--- src/rtl/rf_op_sequencer.sv ---
// Register-file operation sequencer: reads two source registers, runs a small ALU,
// and writes the result back with one cycle of address/data setup before the write strobe.
module rf_op_sequencer #(
    parameter int DATA_W = 16,
    parameter int ADDR_W = 5
) (
    input  logic              clk,
    input  logic              reset,
    input  logic              req_valid,
    output logic              req_ready,
    input  logic [1:0]        req_op,
    input  logic [ADDR_W-1:0] req_src1,
    input  logic [ADDR_W-1:0] req_src2,
    input  logic [ADDR_W-1:0] req_dst,
    output logic              done,
    output logic [DATA_W-1:0] result,
    output logic              carry,
    output logic              rf_mode,
    output logic [ADDR_W-1:0] rf_write_addr,
    output logic [DATA_W-1:0] rf_write_value,
    output logic [ADDR_W-1:0] rf_read_addr1,
    output logic [ADDR_W-1:0] rf_read_addr2,
    input  logic [DATA_W-1:0] rf_read_value1,
    input  logic [DATA_W-1:0] rf_read_value2
);

    typedef enum logic [2:0] {
        IDLE,
        READ,
        EXEC,
        SETUP,
        WRITE,
        DONE
    } stateT;

    stateT state;
    stateT nextState;

    logic [1:0]        opReg;
    logic [ADDR_W-1:0] dstReg;
    logic [DATA_W-1:0] opA;
    logic [DATA_W-1:0] opB;
    logic              aluCarry;
    logic              accept;

    // MSB of the returned value is the ADD carry-out or the SUB borrow.
    function automatic logic [DATA_W:0] aluOp(input logic [1:0] op,
                                              input logic [DATA_W-1:0] a,
                                              input logic [DATA_W-1:0] b);
        logic [DATA_W:0] r;
        case (op)
            2'b00: r = {1'b0, a} + {1'b0, b};
            2'b01: r = {1'b0, a} - {1'b0, b};
            2'b10: r = {1'b0, a & b};
            2'b11: r = {1'b0, a};
        endcase
        return r;
    endfunction

    assign req_ready = (state == IDLE) && !reset;
    assign accept    = req_valid && req_ready;

    always_ff @(posedge clk or posedge reset) begin
        if (reset) begin
            state <= IDLE;
        end else begin
            state <= nextState;
        end
    end

    always_comb begin
        nextState = state;
        case (state)
            IDLE:    if (req_valid) nextState = READ;
            READ:    nextState = EXEC;
            EXEC:    nextState = SETUP;
            SETUP:   nextState = WRITE;
            WRITE:   nextState = DONE;
            DONE:    nextState = IDLE;
            default: nextState = IDLE;
        endcase
    end

    // Operand/request capture: plain data, no reset needed.
    always_ff @(posedge clk) begin
        if (accept) begin
            opReg  <= req_op;
            dstReg <= req_dst;
        end
        if (state == READ) begin
            opA <= rf_read_value1;
            opB <= rf_read_value2;
        end
    end

    // Visible outputs: cleared asynchronously so rf_mode drops the moment reset rises.
    always_ff @(posedge clk or posedge reset) begin
        if (reset) begin
            done           <= 1'b0;
            result         <= '0;
            carry          <= 1'b0;
            aluCarry       <= 1'b0;
            rf_mode        <= 1'b0;
            rf_write_addr  <= '0;
            rf_write_value <= '0;
            rf_read_addr1  <= '0;
            rf_read_addr2  <= '0;
        end else begin
            rf_mode <= (state == SETUP);
            done    <= (state == WRITE);
            if (accept) begin
                rf_read_addr1 <= req_src1;
                rf_read_addr2 <= req_src2;
            end
            // EXEC -> SETUP: result and address settle a full cycle before the strobe
            if (state == EXEC) begin
                {aluCarry, rf_write_value} <= aluOp(opReg, opA, opB);
                rf_write_addr              <= dstReg;
            end
            if (state == WRITE) begin
                result <= rf_write_value;
                carry  <= aluCarry;
            end
        end
    end

endmodule

--- config.mk ---
export PLATFORM = sky130hd
export DESIGN_NAME = rf_op_sequencer
export DESIGN_NICKNAME = d
export VERILOG_FILES = /design/src/rtl/rf_op_sequencer.sv
export SDC_FILE = /design/constraint.sdc
export NUM_CORES = 1
export LEC_CHECK = 0
export ABC_AREA = 1
export CELL_PAD_IN_SITES_DETAIL_PLACEMENT = 0
export CELL_PAD_IN_SITES_GLOBAL_PLACEMENT = 1
export CORE_AREA = 2 2 135 137
export CTS_CLUSTER_SIZE = 16
export DETAILED_ROUTE_END_ITERATION = 10
export DIE_AREA = 0 0 137 139
export MAX_ROUTING_LAYER = met4
export PLACE_DENSITY = 0.65
export SLEW_MARGIN = 40
export SYNTH_ARGS = -nofsm -noshare
export SYNTH_HDL_FRONTEND = slang
export SYNTH_SLANG_ARGS = --single-unit
--- constraint.sdc ---
create_clock -name clk -period 6.1 [get_ports clk]
set_input_delay 1.83 -clock clk [delete_from_list [all_inputs] [get_ports clk]]
set_output_delay 1.83 -clock clk [all_outputs]
set_load 0.01 [all_outputs]
Word level (Yosys, flattened, before mapping)
Cells that the tools add are included.
{ "classes": {"addsub": 2, "n_eq_ne": 8, "n_mux": 3, "bitwise_logic": 1, "reduce_logical": 5} }
{ "ops": {"columns": ["operator", "count"], "rows": [
  ["17-bit one-hot mux with 4 select lines", 1],
  ["16-bit by 16-bit adder with 17-bit output", 1],
  ["16-bit by 16-bit subtractor with 17-bit output", 1],
  ["16-bit AND", 1],
  ["3-bit one-hot mux with 5 select lines", 1],
  ["3-bit by 2-bit equality test with 1-bit output (second input constant)", 2],
  ["2-bit equality test (second input constant)", 2],
  ["3-bit by 1-bit equality test with 1-bit output (second input constant)", 1],
  ["3-bit equality test (second input constant)", 1],
  ["3-bit logical NOT", 1],
  ["3-bit 2-to-1 mux", 1],
  ["2-bit by 1-bit equality test with 1-bit output (second input constant)", 1],
  ["1-bit logical AND", 2],
  ["2-bit logical NOT", 1],
  ["2-bit inequality test (second input constant)", 1],
  ["1-bit logical NOT", 1]
]} }
{ "word_totals": {"register_bits": 93, "in_bits": 52, "output_inout_bits": 51, "wordCells": 33} }

Depth between registers and ports, before layout
{ "depth": {"depth_word": 3, "ltp_mapped": 20, "depth_no_buf": 19} }

Least setup slack after synthesis
OpenSTA, ideal clock, no wires.
{ "synth_path": {"path_kind": "input to output", "startpoint": "in reset", "endpoint": "out req_ready", "arrival_time_ns": 1.999, "t_required_ns": 4.270, "path_slack_ns": 2.271, "stages": 1, "n_path_buf": 0, "path_cell_list": "nor2_1"} }
{ "synth_via": {"elab_chain_cells": 2} }
{ "synth_lines": {"columns": ["item", "line_no", "rtl"], "rows": [
  ["start, declared", "8", "input logic reset,"],
  ["1-bit logical NOT (no source line)", null, null],
  ["1-bit logical AND", "60", "assign req_ready = (state == IDLE) && !reset;"],
  ["end, declared", "10", "output logic req_ready,"]
]} }
No other way between the ends.

Worst setup path in the final report
Same ends and word-level chain as after synthesis.

==> flow_metrics.py <==
metrics = {
    "status": {
        "status": "finished, final reports clean",
    },
    "finish": {
        "fin_nets": 713,
        "design_area_um2": 6410,
        "antenna-diode-count": 0,
        "drive_gt1_share_pct": 5.87,
        "area_delta_synth_final_pct": 32.5,
        "mostFrequentLayoutCell": "nand2_1",
        "fillers": 1821,
        "layout_common_cells": "nand2_1, clkdlybuf4s50_1, inv_1",
        "fin_util_pct": 36.3,
    },
    "power": {
        "p_per_area_nw_per_um2": 490,
        "power_frac_comb_pct": 47.7,
        "leakagePower_nw": 2.91,
        "pwr-share-clk_pct": 17.9,
        "peakVddDrop_v": 0.000194,
        "swShare_pct": 39.6,
        "power.switching_mw": 1.24,
        "p_int_mw": 1.90,
        "seqPwrFrac_pct": 34.4,
        "power.total_mw": 3.14,
    },
    "clock_tree": {
        "numCtsBuffers": 9,
        "clk_pin_slew_ps": 70,
        "cts_hold_buf": 0,
        "post_cts_buffers": 0,
        "clkSinkCount": 93,
        "clk-insertion-delay-late_ps": 350,
        "clock_path_buffers": 2,
        "cts_resized": 0,
        "cts_tree": "done",
        "cts_max_level": 3,
        "cts-root-buf": "clkbuf_16",
    },
    "job": {
        "drv_cap": 0,
    },
    "sta": {
        "min_period_over_period_pct": 79.8,
        "max_freq_mhz": 205,
        "worst_slack_ps": 1230,
        "fin_crit_ps": 4870,
        "slew_headroom_pct": 56.3,
        "hold_violations": 0,
        "fin_skew_ps": 9.18,
        "setup_viol": 0,
        "rsz0062_at_grt": "false",
        "setup_tns_ps": 0,
        "tightestPinTransition_ps": 656,
        "slew_violations": 0,
    },
    "floorplan": {
        "io_pins": 103,
        "dieWidth_um": 137,
        "die_area_um2": 19000,
        "start_util_pct": 27.4,
        "fp.dieH_um": 139,
        "core_area_um2": 17700,
        "num_rows": 49,
    },
    "grt": {
        "grt.total_usage_pct": 13.4,
        "grt_pass1_wl_mm": 19.2,
        "first_global_vias": 3711,
        "grt_max_degree": 55,
        "antenna_found_initial": 0,
        "overflow": 0,
    },
    "route": {
        "routed_wl_mm": 11.8,
        "drtIter0Drc": 172,
        "ant_nets": 0,
        "vias": 3722,
        "drc_errors": 0,
        "wl_per_cell_um": 13.5,
        "detail_route.first_pass.iterations": 4,
        "via_per_inst": 4.25,
    },
    "logic_synthesis": {
        "synth_warnings": 0,
        "ys_seq_area_share_pct": 52.1,
        "netlist_instances": 539,
        "syn_area_per_cell_um2": 8.97,
        "syn_nets": 610,
        "synth_edf_count": 39,
        "ys_ff_latch": 93,
        "synthesis.area_um2": 4840,
        "ys_types": 42,
        "synth_ff_type": "dfrtp_1",
        "synth_async_sr_flop_share_pct": 58.1,
    },
    "placement": {
        "placed_area_um2": 6100,
        "dp_slack_ps": 1220,
        "finalWeightedCongestion": 0.843,
        "numPortBuffers": 102,
        "dp_hpwl_mm": 9.31,
    },
    "worst_setup_path": {
        "crit_required_ps": 4270,
        "endpoint_kind": "output port",
        "cp-start-kind": "input port",
        "critPathKind": "input port to output port",
        "critical_path_arrival_ps": 3040,
        "critical_path.max_fanout": 3,
    },
    "worst_hold_path": {
        "min_path_type": "flip-flop to flip-flop",
    },
}
[area by class of cell]
class,count,area [um^2],area share (%)
flip-flops and latches,93,2520,39.4
multi-input cells,358,1970,30.7
repair buffers,104,1040,16.2
inverters,76,293,4.57
well taps,229,287,4.47
clock buffers,11,254,3.96
clock inverters,5,46.3,0.722
[layer usage]
metal / up-vias / global-route usage (%) / part of all wire (%)
met5: - / - / 0
met4: 0 / 4.34 / 1.9
met3: 16 / 2.96 / 5.3
met2: 86 / 19.5 / 44
met1: 1653 / 18.4 / 49
li1: 1967 / - / -
[logic make-up after synthesis]
group	Yosys count	share of synthesized area, %
AO/OA/AOI/OAI	82	9.62
AND/OR/NAND/NOR	232	20.8
XOR/XNOR	15	2.72
buffers and inverters	88	7.35
adder cells (fa/ha/maj)	19	5.07
multiplexers	10	2.33
flip-flops	93	52.1
[registers in the layout (all words and copies together) (netlist names), 3 cells and up]
register and cells:
state 3, opA 16, opB 16, rf_read_addr1 5
rf_write_value 16, rf_read_addr2 5, result 16, rf_write_addr 5
dstReg 5
[final timing paths]
kind                            startpoint                 to  slack [ps]  cells past startpoint
worst min register to register   dstReg[1]   rf_write_addr[1]         440                      2
worst max register to register    opReg[0]           aluCarry        3100                     16
max in group asynchronous            reset  rf_write_value[8]        3610                      2
worst min-delay path             dstReg[1]   rf_write_addr[1]         440                      2
min in group asynchronous            reset   rf_write_addr[3]        2050                      2
worst max-delay path                 reset          req_ready        1230                      3
[power by group through the flow]
| stage | logic [mW] | registers, mW | clock network, mW |
|---|---|---|---|
| after floorplan | 0.856 | 1.13 | 0 |
| after CTS | 1.52 | 1.08 | 0.581 |
| after detailed placement | 1.51 | 1.09 | 0 |
| final | 1.50 | 1.08 | 0.561 |
| after global routing | 1.70 | 1.11 | 0.606 |
| after global placement | 1.50 | 1.09 | 0 |
[stage by stage]
step / instances / hold slack, ps
after floorplan: 539 / 426
after global placement: 859 / 432
after detailed placement: 859 / 435
after CTS: 875 / 443
after global routing: 876 / 489
final: 876 / 436
[Yosys cell counts, drive strengths merged, types with 5 or more instances]
master  number  area [um^2]
nand2      154          586
inv         75          287
dfrtp       54         1350
edfxtp      39         1170
nor2        35          173
a21oi       32          160
o21ai       31          163
nand3       24          120
ha          18          225
xor2        13          114
mux2        10          113
clkbuf       8         30.0
o211ai       8         60.1
or2          5         31.3
[worst max-delay path, cell delays in order]
cell and delay, ps:
clkdlybuf4s50_1 520, nor2_1 140, clkdlybuf4s50_1 540
(Power assumes the default switching activity.)
